## src/rtl/grf_pkg.sv

```systemverilog
`default_nettype none
// ============================================================================
// Module   : grf_pkg
// Purpose  : Shared constants for the general register file and the ALU
//            datapath that consumes its operands.
// Contents : DATA_W / ADDR_W / NUM_REGS sizing, REG_ZERO index, and the
//            format string used by the simulation write trace.
// Revision : 1.0 - initial release
// ============================================================================
package grf_pkg;

  localparam int DATA_W   = 32;
  localparam int ADDR_W   = 5;
  // The index space must cover the register array exactly.
  localparam int NUM_REGS = 32;

  localparam logic [ADDR_W-1:0] REG_ZERO = 5'd0;

  // Write trace consumed by the grading harness: PC, destination index, data.
  localparam string TRACE_FMT = "@%h: $%d <= %h";

endpackage : grf_pkg
`default_nettype wire

```

## src/rtl/grf_if.sv

```systemverilog
`default_nettype none
// ============================================================================
// Module   : grf_if
// Purpose  : Bundle of the register-file access signals between the
//            datapath (master) and the register file (slave).
// Signals  : we, a3, wd, pc  - writeback request (pc is trace-only)
//            a1, a2          - read indices (rs / rt)
//            rd1, rd2        - read data feeding ALU operands A / B
// Revision : 1.0 - initial release
// ============================================================================
interface grf_if;
  import grf_pkg::*;

  logic              we;
  logic [ADDR_W-1:0] a1;
  logic [ADDR_W-1:0] a2;
  logic [ADDR_W-1:0] a3;
  logic [DATA_W-1:0] wd;
  logic [31:0]       pc;
  logic [DATA_W-1:0] rd1;
  logic [DATA_W-1:0] rd2;

  modport master (
    output we, a1, a2, a3, wd, pc,
    input  rd1, rd2
  );

  modport slave (
    input  we, a1, a2, a3, wd, pc,
    output rd1, rd2
  );

endinterface : grf_if
`default_nettype wire

```

## src/rtl/grf_read_port.sv

```systemverilog
`default_nettype none
// ============================================================================
// Module   : grf_read_port
// Purpose  : One combinational read port of the register file: index mux,
//            forced zero for $0 and, optionally, write-through forwarding.
// Ports    : addr      - read index
//            regs_flat - register contents, reg i at [i*DATA_W +: DATA_W]
//            we, a3, wd, reset - current writeback request (forwarding only)
//            rd        - read data
// Config   : GRF_BYPASS_EN - when defined, a same-cycle write to the
//            addressed register is forwarded to rd combinationally.
// Revision : 1.0 - initial release
// ============================================================================
module grf_read_port
  import grf_pkg::*;
(
  input  wire logic [ADDR_W-1:0]          addr,
  input  wire logic [NUM_REGS*DATA_W-1:0] regs_flat,
  input  wire logic                       we,
  input  wire logic [ADDR_W-1:0]          a3,
  input  wire logic [DATA_W-1:0]          wd,
  input  wire logic                       reset,
  output logic      [DATA_W-1:0]          rd
);

  logic [DATA_W-1:0] w_stored;

  assign w_stored = regs_flat[addr*DATA_W +: DATA_W];

`ifdef GRF_BYPASS_EN
  logic w_fwd;

  // A write that is being dropped (reset) or aimed at $0 must not forward.
  assign w_fwd = we && !reset && (a3 == addr) && (a3 != REG_ZERO);

  always_comb begin
    rd = '0;
    if (w_fwd) begin
      rd = wd;
    end else if (addr != REG_ZERO) begin
      rd = w_stored;
    end
  end
`else
  // Writeback inputs only matter for forwarding; tie them off here.
  logic w_unused_wb;
  assign w_unused_wb = &{1'b0, we, a3, wd, reset};

  always_comb begin
    rd = '0;
    if (addr != REG_ZERO) begin
      rd = w_stored;
    end
  end
`endif

endmodule : grf_read_port
`default_nettype wire

```

## src/rtl/grf.sv

```systemverilog
`default_nettype none
// ============================================================================
// Module   : grf
// Purpose  : 32 x 32-bit general register file upstream of the ALU.
//            Synchronous write, combinational dual read, $0 hardwired to 0.
// Ports    : clk   - system clock, all updates on posedge
//            reset - synchronous active-high clear of every register
//            bus   - grf_if.slave (we/a1/a2/a3/wd/pc in, rd1/rd2 out)
// Config   : GRF_BYPASS_EN - enables write-through forwarding in the read
//            ports (see grf_read_port).
// Trace    : every accepted write (reset low, we high, including a3 == 0)
//            prints PC, index and data in simulation builds only.
// Revision : 1.0 - initial release
// ============================================================================
module grf
  import grf_pkg::*;
(
  input wire logic clk,
  input wire logic reset,
  grf_if.slave     bus
);

  logic [DATA_W-1:0]          r_regs [NUM_REGS];
  logic [NUM_REGS*DATA_W-1:0] w_regs_flat;

  // Reset wins over a write in the same cycle; writes to $0 are discarded
  // so r_regs[0] stays zero from the first reset onwards.
  always_ff @(posedge clk) begin
    if (reset) begin
      for (int i = 0; i < NUM_REGS; i++) begin
        r_regs[i] <= '0;
      end
    end else if (bus.we && (bus.a3 != REG_ZERO)) begin
      r_regs[bus.a3] <= bus.wd;
    end
  end

  generate
    for (genvar g = 0; g < NUM_REGS; g++) begin : g_flat
      assign w_regs_flat[g*DATA_W +: DATA_W] = r_regs[g];
    end
  endgenerate

  grf_read_port u_rd1 (
    .addr      (bus.a1),
    .regs_flat (w_regs_flat),
    .we        (bus.we),
    .a3        (bus.a3),
    .wd        (bus.wd),
    .reset     (reset),
    .rd        (bus.rd1)
  );

  grf_read_port u_rd2 (
    .addr      (bus.a2),
    .regs_flat (w_regs_flat),
    .we        (bus.we),
    .a3        (bus.a3),
    .wd        (bus.wd),
    .reset     (reset),
    .rd        (bus.rd2)
  );

`ifndef SYNTHESIS
  // Simulation-only write trace; no hardware effect.
  always_ff @(posedge clk) begin
    if (!reset && bus.we) begin
      $display("%s", $sformatf(TRACE_FMT, bus.pc, bus.a3, bus.wd));
    end
  end
`else
  logic w_unused_pc;
  assign w_unused_pc = &{1'b0, bus.pc};
`endif

endmodule : grf
`default_nettype wire

```

## src/flat_wrapper.sv

```systemverilog
// flat-port wrapper written by rule: the top's interface ports become plain ports
module grf_flat import grf_pkg::*;
  (clk, reset, bus_we, bus_a1, bus_a2, bus_a3, bus_wd, bus_pc, bus_rd1, bus_rd2);
  grf_if bus_i ();
  input wire logic clk;
  input wire logic reset;
  input wire logic [$bits(bus_i.we)-1:0] bus_we;
  input wire logic [$bits(bus_i.a1)-1:0] bus_a1;
  input wire logic [$bits(bus_i.a2)-1:0] bus_a2;
  input wire logic [$bits(bus_i.a3)-1:0] bus_a3;
  input wire logic [$bits(bus_i.wd)-1:0] bus_wd;
  input wire logic [$bits(bus_i.pc)-1:0] bus_pc;
  output wire logic [$bits(bus_i.rd1)-1:0] bus_rd1;
  output wire logic [$bits(bus_i.rd2)-1:0] bus_rd2;
  assign bus_i.we = bus_we;
  assign bus_i.a1 = bus_a1;
  assign bus_i.a2 = bus_a2;
  assign bus_i.a3 = bus_a3;
  assign bus_i.wd = bus_wd;
  assign bus_i.pc = bus_pc;
  assign bus_rd1 = bus_i.rd1;
  assign bus_rd2 = bus_i.rd2;
  grf u_core (.clk(clk), .reset(reset), .bus(bus_i));
endmodule
```

## config.mk

```make
export PLATFORM = sky130hd
export DESIGN_NAME = grf_flat
export DESIGN_NICKNAME = d
export VERILOG_FILES = /design/src/rtl/grf_pkg.sv /design/src/rtl/grf_if.sv /design/src/rtl/grf_read_port.sv /design/src/rtl/grf.sv /design/src/flat_wrapper.sv
export SDC_FILE = /design/constraint.sdc
export NUM_CORES = 2
export LEC_CHECK = 0
export CORE_MARGIN = 1
export CORE_UTILIZATION = 42
export DETAILED_ROUTE_END_ITERATION = 12
export PLACE_DENSITY = 0.6
export SLEW_MARGIN = 20
export SYNTH_ARGS = -nofsm -noshare
export SYNTH_HDL_FRONTEND = slang
export SYNTH_SLANG_ARGS = --single-unit
```

## constraint.sdc

```tcl
create_clock -name clk -period 5.4 [get_ports clk]
set_clock_uncertainty 0.05 [all_clocks]
set_input_delay 1.62 -clock clk [delete_from_list [all_inputs] [get_ports clk]]
set_output_delay 1.62 -clock clk [all_outputs]
set_load 0.01 [all_outputs]
```

# Word level (Yosys, flattened, before mapping)
# Memory sizes are Yosys's and may differ from the RTL's.
# Cells that the tools add are included.
# Widths: inputs -> output; s select.
dict set report totals {
  regBits 0
  ram_bits 1024
  in_bits 82
  wordCells 18
  n_memories 1
}
# memory depth word_bits read_ports rd_ports_with_merged_regs wr line
set memory_table {}
lappend memory_table {u_core.r_regs 32 32 32 0 32 grf.sv:23} ;# logic [DATA_W-1:0] r_regs [NUM_REGS];
dict set report op_classes {
  shifts 2
  mux 10
  reduce_logical 5
}
# operator count
set op_table {}
lappend op_table {{$shiftx 1024x11->32} 2}
lappend op_table {{$mux 32} 3}
lappend op_table {{$reduce_or 32->1} 1}
lappend op_table {{$reduce_bool 5->1} 3}
lappend op_table {{$mux 1} 6}
lappend op_table {{$mux 5} 1}
lappend op_table {{$logic_and 1x1->1} 1}

# Depth between registers and ports, before layout
dict set report depth {
  depth_word 7
  ltp_mapped 9
  mapped_depth_nobuf 4
}

# Cells and area by module
# A second synthesis with hierarchy kept.
dict set report hier_totals {
  hier_cells 3754
  hier_area_um2 54974.0
}
# mod n_inst cells_per_inst area_per_inst_um2 seq_area_each_um2
set modules_own_cells {}
lappend modules_own_cells {grf 1 2426 38237.9 30749.5}
lappend modules_own_cells {grf_read_port 2 664 8368.0 0.0}

# Worst setup path before layout
# No wires, ideal clock.
dict set report synth_timing {
  path_kind {input to output}
  from {input bus_a2[0]}
  to {output bus_rd2[26]}
  arrival_ns 3.123
  t_required_ns 3.730
  setup_slack_ns 0.607
  stages 9
  path_buffers 5
  cell_sequence {buf_2 buf_8 buf_6 inv_1 buf_4 buf_6 nand2_1 o22ai_1 nor4_1}
}
dict set report synth_via {
  elab_chain_len 2
  word_cells_on_any_way 3
}
# item line
set synth_rtl {}
lappend synth_rtl {{from (decl)} flat_wrapper.sv:9} ;# input wire logic [$bits(bus_i.a2)-1:0] bus_a2;
lappend synth_rtl {{$shiftx 1024x11->32 / $reduce_bool 5->1 (equally long branches)} {grf_read_port.sv:28, grf_read_port.sv:51}}
lappend synth_rtl {{$mux 32 (*)} grf_read_port.sv:51} ;# if (addr != REG_ZERO) begin
lappend synth_rtl {{to (decl)} flat_wrapper.sv:14} ;# output wire logic [$bits(bus_i.rd2)-1:0] bus_rd2;
# Every way passes the cells marked *; elsewhere a longest branch is shown, timed or not.

# Worst setup path after layout
dict set report layout_timing {
  from {input bus_a2[0]}
  to {output bus_rd2[4]}
}
# Same word-level chain as after synthesis.

==> flow_results.xml <==
<?xml version="1.0" encoding="UTF-8"?>
<metrics>
  <group name="synth">
    <metric name="post-synth-top-area-fraction" unit="">0.567</metric>
    <metric name="postSynthCellCount" unit="">3646</metric>
    <metric name="synthTopCellsByArea" unit="">edfxtp_1, mux4_2, and2_1</metric>
    <metric name="netlist-cell-type-count" unit="">39</metric>
    <metric name="ys_seq_area_frac" unit="">0.567</metric>
    <metric name="synth.avg_cell_area" unit="sq um">14.9</metric>
    <metric name="synthesis.area" unit="sq um">54200</metric>
    <metric name="synth_top_cell_by_area" unit="">edfxtp_1</metric>
    <metric name="synthesis.yosys.warnings" unit="">0</metric>
    <metric name="synth.ff_latch_count" unit="">1024</metric>
  </group>
  <group name="hold_path">
    <metric name="min-delay-path-class" unit="">input pin to flop</metric>
  </group>
  <group name="critical_path">
    <metric name="critical_path.top_delay_family" unit="">buffers and inverters</metric>
    <metric name="critPathRequiredTime" unit="ps">3730</metric>
    <metric name="timing.critical_path.from_type" unit="">input pin</metric>
    <metric name="crit_path_max_fanout" unit="">13</metric>
    <metric name="crit_buf_inv" unit="">5</metric>
    <metric name="slowest_delay" unit="ps">500</metric>
    <metric name="timing.critical_path.slowest_stage_cell" unit="">mux4_2</metric>
    <metric name="critical_path_class" unit="">input pin to primary output</metric>
    <metric name="cp-end-kind" unit="">primary output</metric>
    <metric name="arrival" unit="ps">3710</metric>
    <metric name="worstPathCellList" unit="">buf_16 &gt; buf_4 &gt; buf_16 &gt; mux4_2 &gt; mux2i_1 &gt; buf_4 &gt; o22ai_1 &gt; a221o_1 &gt; dlygate4sd2_1</metric>
  </group>
  <group name="cells_and_area">
    <metric name="final_layout_size_suffix_gt1_frac" unit="">0.319</metric>
    <metric name="largest_reg_flops" unit="">1024</metric>
    <metric name="area_growth" unit="%">20.6</metric>
    <metric name="max_flop_register" unit="">u_core.r_regs</metric>
    <metric name="final_nets" unit="">4053</metric>
    <metric name="layout.cells.most_common" unit="">edfxtp_1</metric>
    <metric name="final-instance-count-excl-fill" unit="">5720</metric>
    <metric name="largestRegisters" unit="">u_core.r_regs x1024</metric>
    <metric name="layout_common_cells" unit="">edfxtp_1, and2_1, mux4_2</metric>
    <metric name="utilization" unit="">0.511</metric>
    <metric name="fin_area" unit="sq um">65400</metric>
  </group>
  <group name="placement">
    <metric name="post-place-cells" unit="">5450</metric>
    <metric name="finalWeightedCongestion" unit="">0.933</metric>
    <metric name="dp_hpwl" unit="microns">112000</metric>
    <metric name="pre_cts_slack" unit="ps">-575</metric>
    <metric name="io_buffer_count" unit="">113</metric>
    <metric name="standard_cell_area_after_detailed_placement" unit="sq um">60200</metric>
  </group>
  <group name="sta">
    <metric name="grt_setup_unrepaired" unit="">true</metric>
    <metric name="hold_violations" unit="">0</metric>
    <metric name="timing.fmax" unit="GHz">0.186</metric>
    <metric name="timing.final.crit_share" unit="">0.996</metric>
    <metric name="slew_viol_final" unit="">0</metric>
    <metric name="relSlewSlack" unit="">0.285</metric>
    <metric name="layout_setup_ws" unit="ps">20.1</metric>
    <metric name="fin_worst_hold_slack" unit="ps">1520</metric>
    <metric name="setup-violations-final" unit="">0</metric>
    <metric name="tns" unit="ps">0</metric>
    <metric name="tightestPinTransition" unit="ps">1070</metric>
    <metric name="finalWorstPathRequiredPeriod" unit="ps">5380</metric>
  </group>
  <group name="cts">
    <metric name="cts_root_buf" unit="">clkbuf_16</metric>
    <metric name="cts.htree.levels" unit="">3</metric>
    <metric name="tritoncts" unit="">yes</metric>
    <metric name="cts.clk_slew.worst_paths" unit="ps">60</metric>
    <metric name="clock_tree.buffer_depth" unit="">3</metric>
    <metric name="cts_bufs_inserted" unit="">110</metric>
    <metric name="clock-sinks" unit="">1024</metric>
  </group>
  <group name="pwr">
    <metric name="switching_share" unit="">0.245</metric>
    <metric name="total_leakage_power" unit="nW">23.4</metric>
    <metric name="cellInternalPower" unit="mW">15.0</metric>
    <metric name="power.share.sequential" unit="">0.475</metric>
    <metric name="ir_worst_vdd" unit="mV">0.298</metric>
    <metric name="power_density" unit="nW/um^2">303</metric>
    <metric name="power.share.clock" unit="">0.385</metric>
    <metric name="power.total" unit="mW">19.8</metric>
    <metric name="p_switching" unit="mW">4.86</metric>
    <metric name="pwr-share-comb" unit="">0.140</metric>
  </group>
  <group name="route">
    <metric name="routed-via-count" unit="">34700</metric>
    <metric name="vias_per_cell" unit="">6.06</metric>
    <metric name="detail_route.first_pass.iterations" unit="">5</metric>
    <metric name="route.final.wire_length" unit="microns">180000</metric>
    <metric name="ant_nets" unit="">0</metric>
    <metric name="drt_first_iter_violations" unit="">4181</metric>
    <metric name="remaining_drc_errors" unit="">0</metric>
    <metric name="wl_per_cell" unit="microns">31.5</metric>
  </group>
  <group name="grt">
    <metric name="first_global_vias" unit="">35300</metric>
    <metric name="grt_antenna_before_repair" unit="">10</metric>
    <metric name="first_pass_grt_wire_length" unit="microns">256000</metric>
    <metric name="grt_usage" unit="">0.276</metric>
    <metric name="largest_net_degree_at_the_start_of_global_routing" unit="">57</metric>
    <metric name="grt.overflow.total" unit="">0</metric>
  </group>
  <group name="floorplanning">
    <metric name="starting_density_of_the_core" unit="">0.424</metric>
    <metric name="io_pins" unit="">146</metric>
    <metric name="core_area" unit="sq um">128000</metric>
    <metric name="num_rows" unit="">131</metric>
    <metric name="die_height" unit="microns">361</metric>
    <metric name="die_w" unit="microns">361</metric>
    <metric name="dieArea" unit="sq um">130000</metric>
  </group>
  <group name="run">
    <metric name="cap_violations" unit="">0</metric>
  </group>
  <group name="outcome">
    <metric name="status" unit="">complete, no violations</metric>
  </group>
</metrics>
cell type report:
class | instances | area (sq um)
well taps | 1662 | 2080
clock buffers | 127 | 2840
flip-flops and latches | 1024 | 30700
repair buffers | 569 | 6510
diodes | 4 | 10.0
inverters | 26 | 100
clock inverters | 68 | 709
fillers | 10600 | 62500
multi-input cells | 2240 | 22400
cell usage after synthesis (all sizes together):
| cell | number |
|---|---|
| edfxtp | 1024 |
| and2 | 993 |
| mux4 | 450 |
| clkbuf | 270 |
| nand2 | 152 |
| buf | 117 |
| mux2i | 109 |
| a22oi | 64 |
| a21oi | 57 |
| mux2 | 54 |
| nor2 | 40 |
| and3 | 39 |
| o22ai | 39 |
| nand3 | 38 |
| or2 | 31 |
| nand4 | 27 |
| o22a | 27 |
| inv | 26 |
| a221o | 25 |
| a221oi | 25 |
| nor4 | 7 |
| a222oi | 5 |
| nor2b | 5 |
| o21a | 5 |
| nand3b | 4 |
| nor3b | 3 |
| nand2b | 2 |
| or3b | 2 |
| conb | 1 |
| nand4b | 1 |
| nand4bb | 1 |
| nor3 | 1 |
| nor4b | 1 |
| or3 | 1 |
worst paths after layout:
kind,from,to,slack (ps),cells past startpoint
setup / recovery,bus_a2[0],bus_rd2[4],20,9
hold / removal,bus_wd[6],u_core.r_regs[15][6],1520,2
metal layers:
| layer | share of wire | track usage |
|---|---|---|
| met3 | 0.091 | 0.0575 |
| met4 | 0.041 | 0.110 |
| met1 | 0.40 | 0.369 |
| met5 | 0.00028 | 0 |
| met2 | 0.47 | 0.441 |
power by group through the flow:
stage	registers [mW]	clock network, mW	logic [mW]
final	9.41	7.64	2.77
after global routing	9.45	8.00	2.88
after CTS	9.40	7.72	2.74
after detailed placement	9.56	0	2.62
after global placement	9.54	0	2.61
after floorplan	9.46	0	1.44
timing repair:
action                                  CTS  global route
pin swaps                                18             5
gates resized for setup                 190            26
buffers inserted                         43            13
endpoints found under the setup margin   64            23
cloned                                   14             1
hold buffers                              0             0
hold endpoints to repair                  0             0
cell families after synthesis:
kind of cell	share of synthesized area
other cells	0.0000692
compound gates	0.0333
buf+inv	0.0342
simple gates	0.147
mux	0.218
flops	0.567
Power figures use the tool's default switching activity.
